## config.mk

```make
export PLATFORM = sky130hd
export DESIGN_NAME = seq_detect_scheduler
export DESIGN_NICKNAME = d
export VERILOG_FILES = /design/src/rtl/seq_sched_pkg.sv /design/src/rtl/seq_detect_scheduler_rr_arbiter.sv /design/src/rtl/seq_detect_scheduler.sv
export SDC_FILE = /design/constraint.sdc
export NUM_CORES = 1
export LEC_CHECK = 0
export CAP_MARGIN = 20
export CORE_UTILIZATION = 35
export CTS_CLUSTER_DIAMETER = 80
export CTS_CLUSTER_SIZE = 8
export DETAILED_ROUTE_END_ITERATION = 7
export PLACE_DENSITY_LB_ADDON = 0.25
export SETUP_SLACK_MARGIN = 0.3
export SYNTH_ARGS = -nofsm -noshare
export SYNTH_HDL_FRONTEND = slang
export SYNTH_SLANG_ARGS = --single-unit
```

## constraint.sdc

```tcl
create_clock -name clk -period 5.15 [get_ports clk]
set_clock_uncertainty 0.2 [all_clocks]
set_input_delay 1.03 -clock clk [delete_from_list [all_inputs] [get_ports clk]]
set_output_delay 1.03 -clock clk [all_outputs]
set_load 0.02 [all_outputs]
```

## src/rtl/seq_sched_pkg.sv

```systemverilog
// Shared types and width helpers for the sequence-detector scheduler.
// Latency: n/a (declarations only).
// Backpressure: n/a (declarations only).
// Contents: scheduler FSM state type, counter-width and id-width helpers.
package seq_sched_pkg;

  // Scheduler FSM: IDLE -> LOAD -> STREAM -> DRAIN -> RESP -> IDLE
  typedef enum logic [2:0] {
    ST_IDLE   = 3'd0,
    ST_LOAD   = 3'd1,
    ST_STREAM = 3'd2,
    ST_DRAIN  = 3'd3,
    ST_RESP   = 3'd4
  } sched_state_t;

  // Width of a detection counter that must hold 0..burst_len inclusive.
  function automatic int calc_cnt_w(input int burst_len);
    return $clog2(burst_len + 1);
  endfunction

  // Width of a requester index; never narrower than one bit.
  function automatic int calc_id_w(input int num_req);
    return (num_req > 1) ? $clog2(num_req) : 1;
  endfunction

endpackage

```

## src/rtl/seq_detect_scheduler_rr_arbiter.sv

```systemverilog
// Round-robin arbiter: first asserted request at or after ptr wins.
// Latency: purely combinational, zero cycles.
// Backpressure: none; the caller decides when the grant is consumed.
// Ports: req (per-requester request), ptr (highest-priority index),
//        grant (one-hot), winner (index of grant), any (some request granted).
module rr_arbiter
  import seq_sched_pkg::*;
#(
  parameter  int NUM_REQ = 4,
  localparam int ID_W    = calc_id_w(NUM_REQ)
) (
  input  logic [NUM_REQ-1:0] req,
  input  logic [ID_W-1:0]    ptr,
  output logic [NUM_REQ-1:0] grant,
  output logic [ID_W-1:0]    winner,
  output logic               any
);

  // Index of the requester 'off' positions after 'p', wrapping at NUM_REQ.
  function automatic int wrap_idx(input int p, input int off);
    return (p + off) % NUM_REQ;
  endfunction

  always_comb begin
    grant  = '0;
    winner = '0;
    any    = 1'b0;
    for (int i = 0; i < NUM_REQ; i++) begin
      if (!any && req[wrap_idx(int'(ptr), i)]) begin
        any    = 1'b1;
        winner = ID_W'(wrap_idx(int'(ptr), i));
        grant[wrap_idx(int'(ptr), i)] = 1'b1;
      end
    end
  end

endmodule

```

## src/rtl/seq_detect_scheduler.sv

```systemverilog
// Time-shares one serial sequence detector between NUM_REQ requesters, returning {id, count} per job.
// Latency: handshake at T, detector load at T+1, BURST_LEN stream cycles, drain, rsp_valid from T+3+BURST_LEN.
// Backpressure: req_ready only in IDLE; rsp_* held until rsp_ready, no new job is granted meanwhile.
// Ports: clk/rst (async active-high); req_valid/req_ready/req_pattern/req_data job intake;
//        det_* drive the external detector, det_pattern_detected is its registered match pulse;
//        rsp_valid/rsp_ready/rsp_id/rsp_count result return.
// Option: define SEQ_SCHED_FIRST_POS_EN to add rsp_first_pos (stream index of the first match,
//         BURST_LEN when no match).
module seq_detect_scheduler
  import seq_sched_pkg::*;
#(
  parameter  int NUM_REQ       = 4,
  parameter  int PATTERN_WIDTH = 4,
  parameter  int BURST_LEN     = 16,
  localparam int CNT_W         = calc_cnt_w(BURST_LEN),
  localparam int ID_W          = calc_id_w(NUM_REQ)
) (
  input  logic                         clk,
  input  logic                         rst,
  input  logic [NUM_REQ-1:0]           req_valid,
  output logic [NUM_REQ-1:0]           req_ready,
  input  logic [NUM_REQ*PATTERN_WIDTH-1:0] req_pattern,
  input  logic [NUM_REQ*BURST_LEN-1:0] req_data,
  output logic                         det_enable,
  output logic                         det_serial_in,
  output logic [PATTERN_WIDTH-1:0]     det_config_pattern,
  output logic                         det_load_pattern,
  input  logic                         det_pattern_detected,
  output logic                         rsp_valid,
  input  logic                         rsp_ready,
  output logic [ID_W-1:0]              rsp_id,
  output logic [CNT_W-1:0]             rsp_count
`ifdef SEQ_SCHED_FIRST_POS_EN
  ,
  output logic [CNT_W-1:0]             rsp_first_pos
`endif
);

  sched_state_t             state, state_nxt;
  logic [ID_W-1:0]          rr_ptr;
  logic [ID_W-1:0]          win_idx;
  logic [NUM_REQ-1:0]       grant;
  logic                     grant_any;
  logic                     job_take;
  logic [ID_W-1:0]          id_q;
  logic [BURST_LEN-1:0]     data_sr;
  logic [CNT_W-1:0]         bit_cnt;
  logic [CNT_W-1:0]         cnt_q;
  logic [PATTERN_WIDTH-1:0] pat_sel;
  logic [BURST_LEN-1:0]     data_sel;

  // Next-cycle values of the registered detector/response controls.
  logic en_nxt, load_nxt, ser_nxt, rsp_vld_nxt;

  rr_arbiter #(
    .NUM_REQ (NUM_REQ)
  ) u_arb (
    .req    (req_valid),
    .ptr    (rr_ptr),
    .grant  (grant),
    .winner (win_idx),
    .any    (grant_any)
  );

  // Grant is only exposed while idle; rst masks it so nothing is offered during reset.
  assign req_ready = (state == ST_IDLE && !rst) ? grant : '0;
  assign job_take  = (state == ST_IDLE) && grant_any;

  assign pat_sel  = req_pattern[win_idx*PATTERN_WIDTH +: PATTERN_WIDTH];
  assign data_sel = req_data[win_idx*BURST_LEN +: BURST_LEN];

  always_ff @(posedge clk or posedge rst) begin
    if (rst) begin
      state <= ST_IDLE;
    end else begin
      state <= state_nxt;
    end
  end

  always_comb begin
    state_nxt   = state;
    en_nxt      = 1'b0;
    load_nxt    = 1'b0;
    ser_nxt     = 1'b0;
    rsp_vld_nxt = 1'b0;
    case (state)
      ST_IDLE:   if (grant_any) state_nxt = ST_LOAD;
      ST_LOAD:   state_nxt = ST_STREAM;
      ST_STREAM: if (bit_cnt == CNT_W'(BURST_LEN - 1)) state_nxt = ST_DRAIN;
      ST_DRAIN:  state_nxt = ST_RESP;
      ST_RESP:   if (rsp_ready) state_nxt = ST_IDLE;
      default:   state_nxt = ST_IDLE;
    endcase
    // Outputs are registered from the next state so every det_*/rsp_* pin is a flop.
    load_nxt    = (state_nxt == ST_LOAD);
    en_nxt      = (state_nxt == ST_STREAM);
    ser_nxt     = (state_nxt == ST_STREAM) ? data_sr[BURST_LEN-1] : 1'b0;
    rsp_vld_nxt = (state_nxt == ST_RESP);
  end

  always_ff @(posedge clk or posedge rst) begin
    if (rst) begin
      rr_ptr             <= '0;
      id_q               <= '0;
      data_sr            <= '0;
      bit_cnt            <= '0;
      cnt_q              <= '0;
      det_enable         <= 1'b0;
      det_serial_in      <= 1'b0;
      det_load_pattern   <= 1'b0;
      det_config_pattern <= '0;
      rsp_valid          <= 1'b0;
      rsp_id             <= '0;
      rsp_count          <= '0;
    end else begin
      det_enable       <= en_nxt;
      det_load_pattern <= load_nxt;
      det_serial_in    <= ser_nxt;
      rsp_valid        <= rsp_vld_nxt;

      if (job_take) begin
        id_q               <= win_idx;
        data_sr            <= data_sel;
        det_config_pattern <= pat_sel;
        rr_ptr             <= (win_idx == ID_W'(NUM_REQ - 1)) ? '0 : win_idx + ID_W'(1);
      end

      // MSB-first: each edge that enters/stays in STREAM consumes the top bit.
      if (state_nxt == ST_STREAM) begin
        data_sr <= data_sr << 1;
      end

      case (state)
        ST_LOAD: begin
          cnt_q   <= '0;
          bit_cnt <= '0;
        end
        ST_STREAM: begin
          bit_cnt <= bit_cnt + CNT_W'(1);
          cnt_q   <= cnt_q + CNT_W'(det_pattern_detected);
        end
        ST_DRAIN: begin
          // Final pulse belongs to the last streamed bit.
          rsp_count          <= cnt_q + CNT_W'(det_pattern_detected);
          rsp_id             <= id_q;
          det_config_pattern <= '0;
        end
        default: ;
      endcase
    end
  end

`ifdef SEQ_SCHED_FIRST_POS_EN
  logic [CNT_W-1:0] first_q;
  logic             found_q;

  // A pulse seen in stream cycle k was produced by bit k-1 (registered detector).
  always_ff @(posedge clk or posedge rst) begin
    if (rst) begin
      first_q       <= '0;
      found_q       <= 1'b0;
      rsp_first_pos <= '0;
    end else begin
      case (state)
        ST_LOAD: begin
          first_q <= CNT_W'(BURST_LEN);
          found_q <= 1'b0;
        end
        ST_STREAM: begin
          if (det_pattern_detected && !found_q) begin
            found_q <= 1'b1;
            first_q <= (bit_cnt == '0) ? '0 : bit_cnt - CNT_W'(1);
          end
        end
        ST_DRAIN: begin
          rsp_first_pos <= found_q ? first_q :
                           (det_pattern_detected ? CNT_W'(BURST_LEN - 1) : CNT_W'(BURST_LEN));
        end
        default: ;
      endcase
    end
  end
`endif

endmodule

```

==> results of run 1 <==
==> state kept, by name, summed over array words and instances, names as in the netlist, 2 cells and up <==
| register | cells |
|---|---|
| rr_ptr | 2 |
| det_config_pattern | 4 |
| bit_cnt | 5 |
| cnt_q | 5 |
| id_q | 2 |
| rsp_id | 2 |
| state | 3 |
| rsp_count | 5 |
| data_sr | 16 |
==> timing repair <==
item,CTS,global route
hold buffers,0,0
cloned,0,0
setup endpoints to repair,4,4
gates resized for setup,3,3
pin swaps,0,0
==> through the flow <==
step | total power, mW | std cells | hold slack, ps | instance area, µm²
after global placement | 2.24 | 491 | 258 | 4210
after global routing | 2.79 | 500 | 330 | 4370
final | 2.58 | 500 | 287 | 4370
after floorplan | 1.88 | 298 | 249 | 3090
after detailed placement | 2.27 | 491 | 268 | 4210
after CTS | 2.57 | 499 | 291 | 4330
==> routing by layer <==
metal | part of all wire | GRT usage | wire, µm
met3 | 0.071 | 0.0387 | 521
met1 | 0.44 | 0.207 | 3270
met4 | 0.0091 | 0.0373 | 67
met2 | 0.48 | 0.291 | 3510
met5 | 0 | 0 | 0
==> worst register-to-register path: cells and delay by family (launching register included) <==
kind,cells,cell delay [ps]
muxes,2,750
adders and majority gates,1,490
DFF,1,530
AOI/OAI and AO/OA,3,940
buffers and inverters,3,620
==> worst paths after layout <==
path | start | end | slack [ps] | cells past startpoint
worst max-delay path | req_valid[3] | req_ready[2] | 380 | 7
worst min-delay path | data_sr[15]$_DFFE_PP0P_ | det_serial_in$_DFF_PP0_ | 290 | 1
worst max register to register | rr_ptr[0]$_DFFE_PP0P_ | data_sr[0]$_DFFE_PP0P_ | 1520 | 9
worst min register to register | data_sr[15]$_DFFE_PP0P_ | det_serial_in$_DFF_PP0_ | 290 | 1
max in group asynchronous | rst | rr_ptr[0]$_DFFE_PP0P_ | 3210 | 3
min in group asynchronous | rst | data_sr[14]$_DFFE_PP0P_ | 1100 | 3
==> cell type report <==
| class | instances | area [µm²] | area share |
|---|---|---|---|
| Clock buffer | 6 | 82.6 | 0.0189 |
| Sequential cell | 48 | 1200 | 0.275 |
| Timing Repair Buffer | 111 | 1130 | 0.259 |
| Multi-Input combinational cell | 220 | 1750 | 0.401 |
| Inverter | 8 | 30.0 | 0.00687 |
| Clock inverter | 2 | 38.8 | 0.00888 |
| Tap cell | 105 | 131 | 0.0301 |
==> cells in the final DEF (no fill, tap or decap), types with 3 or more instances in the layout <==
cell | synthesis | final
a21oi_1 | 11 | 10
a221oi_1 | 4 | 4
a22o_1 | 7 | 7
buf_4 | 3 | 3
clkbuf_8 | 0 | 6
clkdlybuf4s50_1 | 0 | 104
dfrtp_1 | 48 | 47
ha_1 | 11 | 11
inv_1 | 8 | 7
mux2_2 | 21 | 21
mux2i_1 | 45 | 45
nand2_1 | 35 | 35
nand2b_1 | 3 | 3
nand3_1 | 3 | 3
nor2_1 | 7 | 7
nor3_1 | 3 | 3
o21ai_0 | 19 | 19
o221ai_1 | 15 | 15
or3b_2 | 3 | 3
xor2_1 | 3 | 3
==> kinds of logic (layout without fill, tap and decap cells) <==
| group | after synthesis | after routing | share of synthesized area |
|---|---|---|---|
| fa+ha+maj | 11 | 11 | 0.0446 |
| mux | 68 | 68 | 0.237 |
| buf+inv | 30 | 127 | 0.0519 |
| compound gates | 70 | 70 | 0.161 |
| flops | 48 | 48 | 0.389 |
| xor+xnor | 4 | 4 | 0.0114 |
| simple gates | 67 | 67 | 0.105 |
==> report_power, final <==
| part | total (mW) | internal (mW) | switching, mW | leakage, nW |
|---|---|---|---|---|
| Combinational | 1.62 | 0.809 | 0.808 | 1.24 |
| Clock | 0.287 | 0.159 | 0.128 | 0.0614 |
| Sequential | 0.676 | 0.551 | 0.125 | 0.602 |
| Total | 2.58 | 1.52 | 1.06 | 1.90 |
==> results by group, run 1 <==
Outcome
  – Run status: completed

STA
  – Slew HR: 0.394
  – F_max: 0.210 GHz
  – Post-route setup TNS: 0 ps
  – RSZ-0062 raised after global routing: false
  – Final setup vio count: 0
  – Final setup margin: 380 ps
  – Worst-Margin Slew: 909 ps
  – Count of final hold-check violations: 0
  – Max-slew violation count: 0
  – Fin crit share: 0.926
  – Post-layout min period: 4770 ps

Placed design
  – Port bufs: 106
  – Routability Congestion: 0.788
  – Post-place setup slack: 241 ps
  – HPWL Detailed: 5500 µm

Floorplanning
  – Chip Width: 95.9 µm
  – Die area: 9190 µm²
  – I/O pins: 107
  – Chip height: 95.9 µm
  – Initial Util: 0.368
  – FP Rows: 33
  – Core Box Area: 8380 µm²

Synth
  – Seq cells post-synth: 48
  – Cell with the most instances after synthesis: dfrtp_1
  – Top cell type's share of synthesized area: 0.389
  – Yosys cell types: 47
  – Post-Synthesis Cells: 298
  – EDFF count, synth: 0
  – Share of flip-flops with an asynchronous set or reset: 1.00
  – Top FF cell, synth: dfrtp_1
  – Mapped Area: 3090 µm²
  – Yosys warnings: 0
  – Avg Inst Size Synth: 10.4 µm²
  – Syn_nets: 397
  – Sequential area share after synthesis: 0.389
  – Largest area contributor in the netlist: dfrtp_1
  – Synth top cells by count: 48 x dfrtp_1, 45 x mux2i_1, 35 x nand2_1, 21 x mux2_2, 19 x o21ai_0
  – Top cells by area, synth: dfrtp_1 39%, mux2i_1 15%, mux2_2 7.7%

Global routing
  – First-pass GRT wire length: 11800 µm
  – Initial antenna violation count: 0
  – GR Util All Layers: 0.166
  – Vias in the first global route: 2491
  – Remaining global-route overflow: 0
  – Largest net degree at the start of global routing: 49

CTS
  – Clock Tree Buf Depth: 2
  – Number of setup buffers added after CTS: 0
  – Clock Tree Root: clkbuf_8
  – TritonCTS clock tree: done
  – TritonCTS Sinks: 48
  – Skew-Pair Late Insertion Delay: 300 ps
  – Clk pin slew, worst setup/hold paths: 90 ps
  – H-tree depth: 2
  – Num CTS Buffers: 5

Setup path
  – CP most frequent cell: clkdlybuf4s50_1
  – Delay-heaviest family, CP: buffers and inverters
  – Crit-path cells: clkdlybuf4s50_1 -> or3b_2 -> or3_1 -> a21oi_2 -> o21ai_0 -> a21oi_1 -> clkdlybuf4s50_1
  – CP Class: in -> out
  – CP max stage delay: 610 ps
  – CP Max Fanout: 6
  – Worst EP arrival: 3540 ps
  – Crit path buffers/inverters: 2
  – Critical Path End Type: output port
  – Worst-path cell with the longest stage delay: clkdlybuf4s50_1
  – Required time worst endpoint: 3920 ps
  – CP startpoint kind: input port

Layout
  – Fill cells: 779
  – Area grow syn2layout: 41.6%
  – Nets@finish: 493
  – Fin util: 0.521
  – Layout cells sized above 1: 0.124
  – Ant diodes: 0

Detailed routing
  – Drt first pass iters: 4
  – DR WL/cell: 14.7 µm
  – Final wirelength: 7370 µm
  – Mean number of vias per cell: 5.21
  – DRC: 0
  – Post-route ant nets: 0
  – Initial drt markers: 90
  – DR vias: 2606

Run
  – Max_cap viols: 0

Power and ir drop
  – Power per cell area: 591 nW/µm²
  – Static Leak: 1.90 nW
  – Peak VDD IR: 230 µV

Hold path
  – Hold Path Class: reg -> reg
Note: power is estimated with default switching activity, not from simulation.
==> inputs of run 2 (changes only) <==
--- a/config.mk
+++ b/config.mk
@@ -6,10 +6,12 @@
 export NUM_CORES = 1
 export LEC_CHECK = 0
 export CAP_MARGIN = 20
+export CORE_MARGIN = 4
 export CORE_UTILIZATION = 35
 export CTS_CLUSTER_DIAMETER = 80
 export CTS_CLUSTER_SIZE = 8
 export DETAILED_ROUTE_END_ITERATION = 7
+export HOLD_SLACK_MARGIN = 0.15
 export PLACE_DENSITY_LB_ADDON = 0.25
 export SETUP_SLACK_MARGIN = 0.3
 export SYNTH_ARGS = -nofsm -noshare
==> run 2 against run 1 <==
  * Fmax rose by 9.4%
  * Non-clock buffer count up 1
  * Register-to-register slack barely moved
  * Worst hold slack lost 1.9 ps
  * Power fell by 3.7%
==> results by group, run 2 (synthesis gave the netlist of run 1 again) <==
Outcome
  – Run status: completed

STA
  – Max-slew violation count: 0
  – Count of final hold-check violations: 0
  – Fin crit share: 0.847
  – F_max: 0.229 GHz
  – Final setup vio count: 0
  – Post-route setup TNS: 0 ps
  – Slew HR: 0.314
  – Worst-Margin Slew: 1030 ps
  – Post-layout min period: 4360 ps
  – RSZ-0062 raised after global routing: false

Setup path
  – Required time worst endpoint: 3920 ps
  – CP startpoint kind: input port
  – CP Class: in -> out
  – Delay-heaviest family, CP: buffers and inverters
  – Worst EP arrival: 3130 ps
  – Crit path buffers/inverters: 2
  – Cells on worst reg2reg path: 8
  – Crit-path cells: clkdlybuf4s50_1 -> or3b_2 -> or3_1 -> a21oi_2 -> o21ai_0 -> a21oi_1 -> dlymetal6s2s_1
  – Reg-to-reg endpoint: det_config_pattern[1]$_DFFE_PP0P_
  – CP max stage delay: 590 ps
  – CP Max Fanout: 7
  – Worst-path cell with the longest stage delay: clkdlybuf4s50_1
  – CP startpoint: req_valid[3]
  – RR Startpoint: rr_ptr[1]$_DFFE_PP0P_
  – Internal reg-to-reg setup slack: 1530 ps
  – Critical Path End Type: output port

Detailed routing
  – Initial drt markers: 85
  – Post-route ant nets: 0
  – DR vias: 2605
  – DRC: 0
  – Mean number of vias per cell: 5.20
  – Drt first pass iters: 4
  – Final wirelength: 7570 µm
  – DR WL/cell: 15.1 µm

CTS
  – H-tree depth: 2
  – Clock Tree Root: clkbuf_8
  – Num CTS Buffers: 5
  – Number of setup buffers added after CTS: 0
  – Clock Tree Buf Depth: 2
  – TritonCTS Sinks: 48
  – Hold_buf cts: 0
  – TritonCTS clock tree: done
  – Clk pin slew, worst setup/hold paths: 100 ps
  – Skew-Pair Late Insertion Delay: 310 ps

Global routing
  – Remaining global-route overflow: 0
  – Largest net degree at the start of global routing: 49
  – Vias in the first global route: 2696
  – First-pass GRT wire length: 12400 µm
  – GR Util All Layers: 0.149
  – Initial antenna violation count: 0

Power and ir drop
  – Power per cell area: 575 nW/µm²
  – P_int: 1.43 mW
  – Sw power: 1.06 mW
  – Net Sw Frac: 0.427
  – Flop pwr share: 0.272
  – Power Total: 2.49 mW
  – Clock Power Share: 0.093
  – Peak VDD IR: 211 µV
  – Comb pwr share: 0.635
  – Static Leak: 1.94 nW

Floorplanning
  – Die area: 10400 µm²
  – I/O pins: 107
  – FP Rows: 33
  – Chip height: 102 µm
  – Chip Width: 102 µm
  – Core Box Area: 8380 µm²
  – Initial Util: 0.368

Layout
  – Area grow syn2layout: 40.0%
  – Fill cells: 758
  – Nets@finish: 494
  – Final Instance Area: 4320 µm²
  – Commonest non-fill, non-tap cell in the layout: clkdlybuf4s50_1
  – Area occupied by multi-input gates: 1750 µm²
  – Most frequent cells in the layout: 100 x clkdlybuf4s50_1, 47 x dfrtp_1, 45 x mux2i_1
  – Layout cells sized above 1: 0.129
  – Post-route insts no fill: 501
  – Largest register FFs: 16
  – Register area: 1200 µm²
  – Ant diodes: 0
  – Top reg by flops: data_sr

Hold path
  – Hold Path Class: reg -> reg
  – WHS Endpoint: rsp_count[3]$_DFFE_PP0N_
  – Hold Crit Depth: 2
  – Hold path startpoint: rsp_count[3]$_DFFE_PP0N_

Placed design
  – Post-DP Area: 4210 µm²
  – Routability Congestion: 0.813
  – HPWL Detailed: 5830 µm
  – Port bufs: 106
  – Dpl cells: 493

Run
  – Max_cap viols: 0
run 2: routing by layer:
layer | vias up | global-route usage | routed length, µm
met5 | - | 0 | 0
met4 | 0 | 0.0444 | 85
met3 | 6 | 0.0464 | 740
met2 | 100 | 0.251 | 3480
met1 | 1206 | 0.185 | 3260
li1 | 1293 | - | -
run 2: power by group through the flow:
stage          Sequential [mW]  Combinational (mW)  Clock (mW)
2_1_floorplan            0.694                1.18           0
3_3_place_gp             0.675                1.57           0
3_5_place_dp             0.685                1.58           0
4_1_cts                  0.678                1.60       0.239
5_1_grt                  0.700                1.75       0.254
6_report                 0.676                1.58       0.231
run 2: through the flow:
| step | hold WS [ps] | util | worst slack [ps] |
|---|---|---|---|
| 2_1_floorplan | 249 | - | 1200 |
| 3_3_place_gp | 258 | 0.502 | 333 |
| 3_5_place_dp | 265 | 0.502 | 211 |
| 4_1_cts | 288 | 0.513 | 336 |
| 5_1_grt | 300 | 0.515 | 621 |
| 6_report | 285 | 0.515 | 790 |
run 2: final cells by class:
| type | count | area share |
|---|---|---|
| clock buffers | 5 | 0.0159 |
| inverters | 8 | 0.00695 |
| multi-input cells | 220 | 0.405 |
| well taps | 105 | 0.0304 |
| clock inverters | 3 | 0.00492 |
| repair buffers | 112 | 0.259 |
| flip-flops and latches | 48 | 0.278 |
run 2: worst max-delay path by stage:
| stage | slack [ps] | endpoint | depth (start not counted) |
|---|---|---|---|
| floorplan | 1200 | req_ready[0] | 3 |
| global placement | 330 | req_ready[2] | 7 |
| detailed placement | 210 | req_ready[1] | 7 |
| CTS | 340 | req_ready[1] | 7 |
| global route | 620 | req_ready[3] | 7 |
| finish | 790 | req_ready[1] | 7 |
run 2: timing repair:
| item | in CTS | in global routing |
|---|---|---|
| setup endpoints to repair | 4 | 4 |
| endpoints found under the hold margin | 0 | 0 |
| resized for setup | 3 | 7 |
run 2: tightest hold or removal path, delay by kind of cell (launching register included):
family | cells | cell delay, ps
flops | 1 | 350
compound gates | 1 | 60
simple gates | 1 | 40
